--- config.mk ---
export PLATFORM = sky130hd
export DESIGN_NAME = uart_rx_fifo
export DESIGN_NICKNAME = d
export VERILOG_FILES = /design/src/rtl/uart_rx_fifo.sv
export SDC_FILE = /design/constraint.sdc
export NUM_CORES = 1
export LEC_CHECK = 0
export ABC_CLOCK_PERIOD_IN_PS = 6100
export BUFFER_PORTS_ARGS = -buffer_cell sky130_fd_sc_hd__buf_2
export CORE_ASPECT_RATIO = 0.6
export CORE_MARGIN = 10
export CORE_UTILIZATION = 30
export DETAILED_ROUTE_END_ITERATION = 8
export SETUP_SLACK_MARGIN = 0.4
export SYNTH_ARGS = -nofsm -noshare
export SYNTH_HDL_FRONTEND = slang
export SYNTH_SLANG_ARGS = --single-unit
--- constraint.sdc ---
create_clock -name clk -period 6.1 [get_ports clk]
set_clock_uncertainty 0.1 [all_clocks]
set_input_delay 0.305 -clock clk [delete_from_list [all_inputs] [get_ports clk]]
set_output_delay 0.305 -clock clk [all_outputs]
set_load 0.01 [all_outputs]
--- src/rtl/uart_rx_fifo.sv ---
// UART 8N1 receiver feeding a small byte FIFO behind a one-word memory-mapped
// register: status flags and head byte on out, pop/clear commands through in.
module uart_rx_fifo #(
   parameter int unsigned BAUD_DIV = 217,
   parameter int unsigned DEPTH    = 16
) (
   input  logic        clk,
   input  logic        reset,
   input  logic        RX,
   input  logic        load,
   input  logic [15:0] in,
   output logic [15:0] out
);

   localparam int unsigned AW = $clog2(DEPTH);
   localparam int unsigned CW = AW + 1;
   localparam int unsigned TW = 16;
   localparam logic [TW-1:0] FULL_BIT = TW'(BAUD_DIV);
   localparam logic [TW-1:0] HALF_BIT = TW'(BAUD_DIV / 2);
   localparam logic [CW-1:0] FULL_CNT = CW'(DEPTH);

   typedef enum logic [2:0] {
      S_IDLE,
      S_START,
      S_DATA,
      S_STOP,
      S_BREAK
   } state_t;

   state_t        state;
   logic          rx_meta;
   logic          rxs;
   logic [TW-1:0] timer;
   logic [2:0]    bit_idx;
   logic [7:0]    shreg;

   logic [7:0]    mem [DEPTH];
   logic [AW-1:0] rd_ptr;
   logic [AW-1:0] wr_ptr;
   logic [CW-1:0] count;
   logic          ovr_flag;
   logic          frm_flag;

   logic          tick_c;
   logic          push_c;
   logic          frm_set_c;
   logic          pop_c;
   logic          push_ok_c;
   logic          ovr_set_c;
   logic          clr_c;
   logic          empty_c;
   logic          unused_in;

   assign unused_in = ^in[15:2];

   // Two-flop synchronizer; idle level is high so the flops reset to 1.
   always_ff @(posedge clk or posedge reset) begin
      if (reset) begin
         rx_meta <= 1'b1;
         rxs     <= 1'b1;
      end else begin
         rx_meta <= RX;
         rxs     <= rx_meta;
      end
   end

   // A timer value of 1 means this edge is the sampling point.
   assign tick_c    = (timer <= TW'(1));
   assign push_c    = (state == S_STOP) && tick_c && rxs;
   assign frm_set_c = (state == S_STOP) && tick_c && !rxs;

   // Receiver: start-bit qualification at half a bit, then full-bit sampling.
   always_ff @(posedge clk or posedge reset) begin
      if (reset) begin
         state   <= S_IDLE;
         timer   <= '0;
         bit_idx <= '0;
         shreg   <= '0;
      end else begin
         case (state)
            S_IDLE: begin
               if (!rxs) begin
                  state <= S_START;
                  timer <= HALF_BIT;
               end
            end
            S_START: begin
               if (tick_c) begin
                  if (!rxs) begin
                     state   <= S_DATA;
                     timer   <= FULL_BIT;
                     bit_idx <= '0;
                  end else begin
                     state <= S_IDLE;
                  end
               end else begin
                  timer <= timer - TW'(1);
               end
            end
            S_DATA: begin
               if (tick_c) begin
                  shreg   <= {rxs, shreg[7:1]};
                  timer   <= FULL_BIT;
                  bit_idx <= bit_idx + 3'd1;
                  if (bit_idx == 3'd7) state <= S_STOP;
               end else begin
                  timer <= timer - TW'(1);
               end
            end
            S_STOP: begin
               if (tick_c) state <= rxs ? S_IDLE : S_BREAK;
               else        timer <= timer - TW'(1);
            end
            S_BREAK: begin
               if (rxs) state <= S_IDLE;
            end
            default: state <= S_IDLE;
         endcase
      end
   end

   assign empty_c   = (count == '0);
   assign pop_c     = load && in[0] && !empty_c;
   assign clr_c     = load && in[1];
   // A pop in the same cycle frees the slot, so a full FIFO still accepts.
   assign push_ok_c = push_c && ((count != FULL_CNT) || pop_c);
   assign ovr_set_c = push_c && (count == FULL_CNT) && !pop_c;

   always_ff @(posedge clk) begin
      if (push_ok_c) mem[wr_ptr] <= shreg;
   end

   always_ff @(posedge clk or posedge reset) begin
      if (reset) begin
         rd_ptr   <= '0;
         wr_ptr   <= '0;
         count    <= '0;
         ovr_flag <= 1'b0;
         frm_flag <= 1'b0;
      end else begin
         if (push_ok_c) wr_ptr <= wr_ptr + AW'(1);
         if (pop_c)     rd_ptr <= rd_ptr + AW'(1);
         case ({push_ok_c, pop_c})
            2'b10:   count <= count + CW'(1);
            2'b01:   count <= count - CW'(1);
            default: count <= count;
         endcase
         // Set has priority over a clear in the same cycle.
         ovr_flag <= ovr_set_c || (ovr_flag && !clr_c);
         frm_flag <= frm_set_c || (frm_flag && !clr_c);
      end
   end

   assign out = {empty_c, ovr_flag, frm_flag, 5'b0, empty_c ? 8'h00 : mem[rd_ptr]};

endmodule

==> out/results.ini <==
[critical_path]
path_max_fanout=11
crit_chain=or4_1 > nor4_1 > buf_4 > and4_1 > nand2_1 > nor2_1
max_stage_delay_ns=0.87
critPathCaptureType=register
crit_required_ns=6.04
arrival_ns=3.55
cpMaxStageDelayCell=nor2_1
startpoint_type=register
r2r_slack_ns=2.49
critical_path_class=reg -> reg

[pwr]
cellPowerDensity_nw_per_um2=316
irDropWorstVdd_mv=0.206
leakage_nw=3.35

[synth]
syn_area_um2=7670
avgSynthCellArea_um2=15.6
synth_edf_count=128
synth-seq-area-share_pct=65.5
synth_top_area_share_pct=50.1
ys_warn_count=0
ys_seq_elements=175
yosys.area.top_type=edfxtp_1
ys_top_cells_by_area=edfxtp_1 50%, dfrtp_1 15%, mux4_2 12%, ha_1 1.8%, mux2_2 1.3%
async_flop_share_pct=26.9
netlist_instances=491
synth.distinct_cells=64
synth-main-ff-cell=edfxtp_1

[global_routing]
grt_usage_pct=10.4
grt_pass1_wl_um=25200
antenna_found_initial=2
overflow=0
grt_max_degree=48
grt_pass1_vias=4309

[detailed_routing]
drc=0
via_per_inst=5.12
dr.pass1.iters=4
ant_nets=0
vias=4325
drt_iter0_markers=455
wl_um=16300
post_drt_wl_per_cell_um=19.3

[clock_tree]
cts_buffer_depth=2
clk_pin_slew_ns=0.06
clkLatencyLatePin_ns=0.43
cts_root_buf=clkbuf_16
cts_buffers=17
post-cts-setup-buffers=0
tritoncts=built
h-tree-depth=4
clock-sinks=175

[sta]
maxSlewHeadroom_pct=26.5
fin_crit_sh_pct=59.2
post-route-min-period_ns=3.61
hold_viol=0
worst_pin_slew_ns=1.10
rsz0062_at_grt=no
setup-violations-final=0
finalMaxSlewViolations=0
max_freq_ghz=0.277
finalSetupTns_ns=0

[finish]
drive_gt1_share_pct=22.7
final_nets=534
insertedDiodeCount=0
final_common_cell=edfxtp_1
final_cell_mix=128 x edfxtp_1, 44 x dfrtp_1, 40 x mux4_2, 27 x nand2_1, 26 x nor2_1
fillers=2390
ff_latch_area_um2=5020
multi_input_area_um2=2440
final_area_um2=8620
final_cells=845
post-route-util_pct=34.2
syn_to_final_growth_pct=12.4

[placed_design]
dpl.cell_count=812
placed_area_um2=8060
gp_congestion=0.812
place_hpwl_um=10900
io_buffer_count=16

[floorplan]
io_pins=36
die-height_um=144
fp.dieArea_um2=32600
core_area_um2=25200
row_count=45
start_util_pct=30.4
die_x_um=226

[run_status]
outcome=complete, no violations

[run]
maxCapViolCount=0

[worst_hold_path]
holdCritPathClass=in -> async

==> repair_timing <==
item / 4_1_cts / 5_1_grt
gates resized for setup: 0 / 0
hold endpoints to repair: 1 / 0
endpoints found under the setup margin: 0 / 0
hold buffers: 1 / 0
==> synth_stat cells (3+ instances only) <==
| cell | number |
|---|---|
| nand4_1 | 8 |
| mux2i_1 | 3 |
| a21o_1 | 3 |
| a21oi_1 | 19 |
| nor2_1 | 26 |
| nor3_1 | 10 |
| o22ai_1 | 3 |
| inv_1 | 13 |
| xor2_1 | 3 |
| o31ai_1 | 6 |
| buf_4 | 8 |
| o21ai_0 | 8 |
| or3_1 | 5 |
| nand2_1 | 27 |
| a31oi_1 | 4 |
| nor4_1 | 5 |
| nor2b_1 | 9 |
| mux4_2 | 40 |
| ha_1 | 11 |
| xnor2_1 | 10 |
| nand2b_1 | 5 |
| dfrtp_1 | 45 |
| nand3_1 | 5 |
| buf_1 | 6 |
| edfxtp_1 | 128 |
| a211oi_1 | 3 |
| buf_2 | 3 |
| mux2_2 | 9 |
| o211ai_1 | 4 |
| clkbuf_1 | 17 |
| or4_1 | 4 |
==> path summary, 6_finish.rpt <==
path	from	end	cells past startpoint
setup / recovery	timer[4]$_DFFE_PP0P_	mem[7][7]$_DFFE_PP_	6
hold / removal	reset	shreg[1]$_DFFE_PP0P_	2
setup reg to reg	timer[4]$_DFFE_PP0P_	mem[7][7]$_DFFE_PP_	6
hold reg to reg	rx_meta$_DFF_PP1_	rxs$_DFF_PP1_	0
max in group asynchronous	reset	rd_ptr[0]$_DFFE_PP0P_	2
min in group clk	in[1]	ovr_flag$_DFF_PP0_	4
==> sequential cells by signal, summed over array words and instances, names as in the netlist <==
name / flops
wr_ptr: 4
rx_meta: 1
frm_flag: 1
ovr_flag: 1
rd_ptr: 4
shreg: 8
bit_idx: 3
state: 3
count: 5
rxs: 1
mem: 128
timer: 16
==> power breakdown <==
| part | internal, mW | switching, mW | leakage [nW] |
|---|---|---|---|
| Sequential | 1.30 | 0.0887 | 2.09 |
| Combinational | 0.162 | 0.160 | 0.988 |
| Clock | 0.576 | 0.441 | 0.276 |
| Total | 2.03 | 0.690 | 3.35 |
==> worst max-delay path: cells and delay by family, from the launching register on <==
family,cells,cell delay [ns]
and+or+nand+nor,5,2.43
buffers and inverters,1,0.24
DFF,1,0.45
==> logic make-up (layout without fill, tap and decap cells) <==
logic type | Yosys count | in the layout | share of synthesized area, %
other cells | 1 | 5 | 0.0489
fa+ha+maj | 11 | 11 | 1.79
mux | 52 | 52 | 13.5
simple gates | 119 | 119 | 8.38
flops | 175 | 175 | 65.5
compound gates | 72 | 72 | 6.48
buf+inv | 48 | 69 | 2.89
xor+xnor | 13 | 13 | 1.48
==> per-layer routing <==
layer  track usage, %  part of all wire [%]  vias up
li1                 -                     -     1951
met1             14.0                    48     2242
met2             15.3                    44      118
met3             3.74                   7.3       14
met4             3.16                   1.2        0
met5                0                     0        -
==> metrics by stage <==
step	hold slack, ns	setup WS [ns]	power, mW
global placement	0.246	2.62	1.73
CTS	0.0527	2.48	2.75
floorplan	0.209	3.22	1.67
global route	0.100	2.16	2.84
detailed placement	0.248	2.50	1.74
finish	0.0186	2.49	2.72
==> cell type report <==
cell class                      instances  share of cell area, %
Clock buffer                           23                   5.79
Clock inverter                          9                  0.653
Inverter                               13                  0.566
Multi-Input combinational cell        272                   28.3
Sequential cell                       175                   58.2
Tap cell                              329                   4.77
Timing Repair Buffer                   24                   1.65
(Power assumes the default switching activity.)
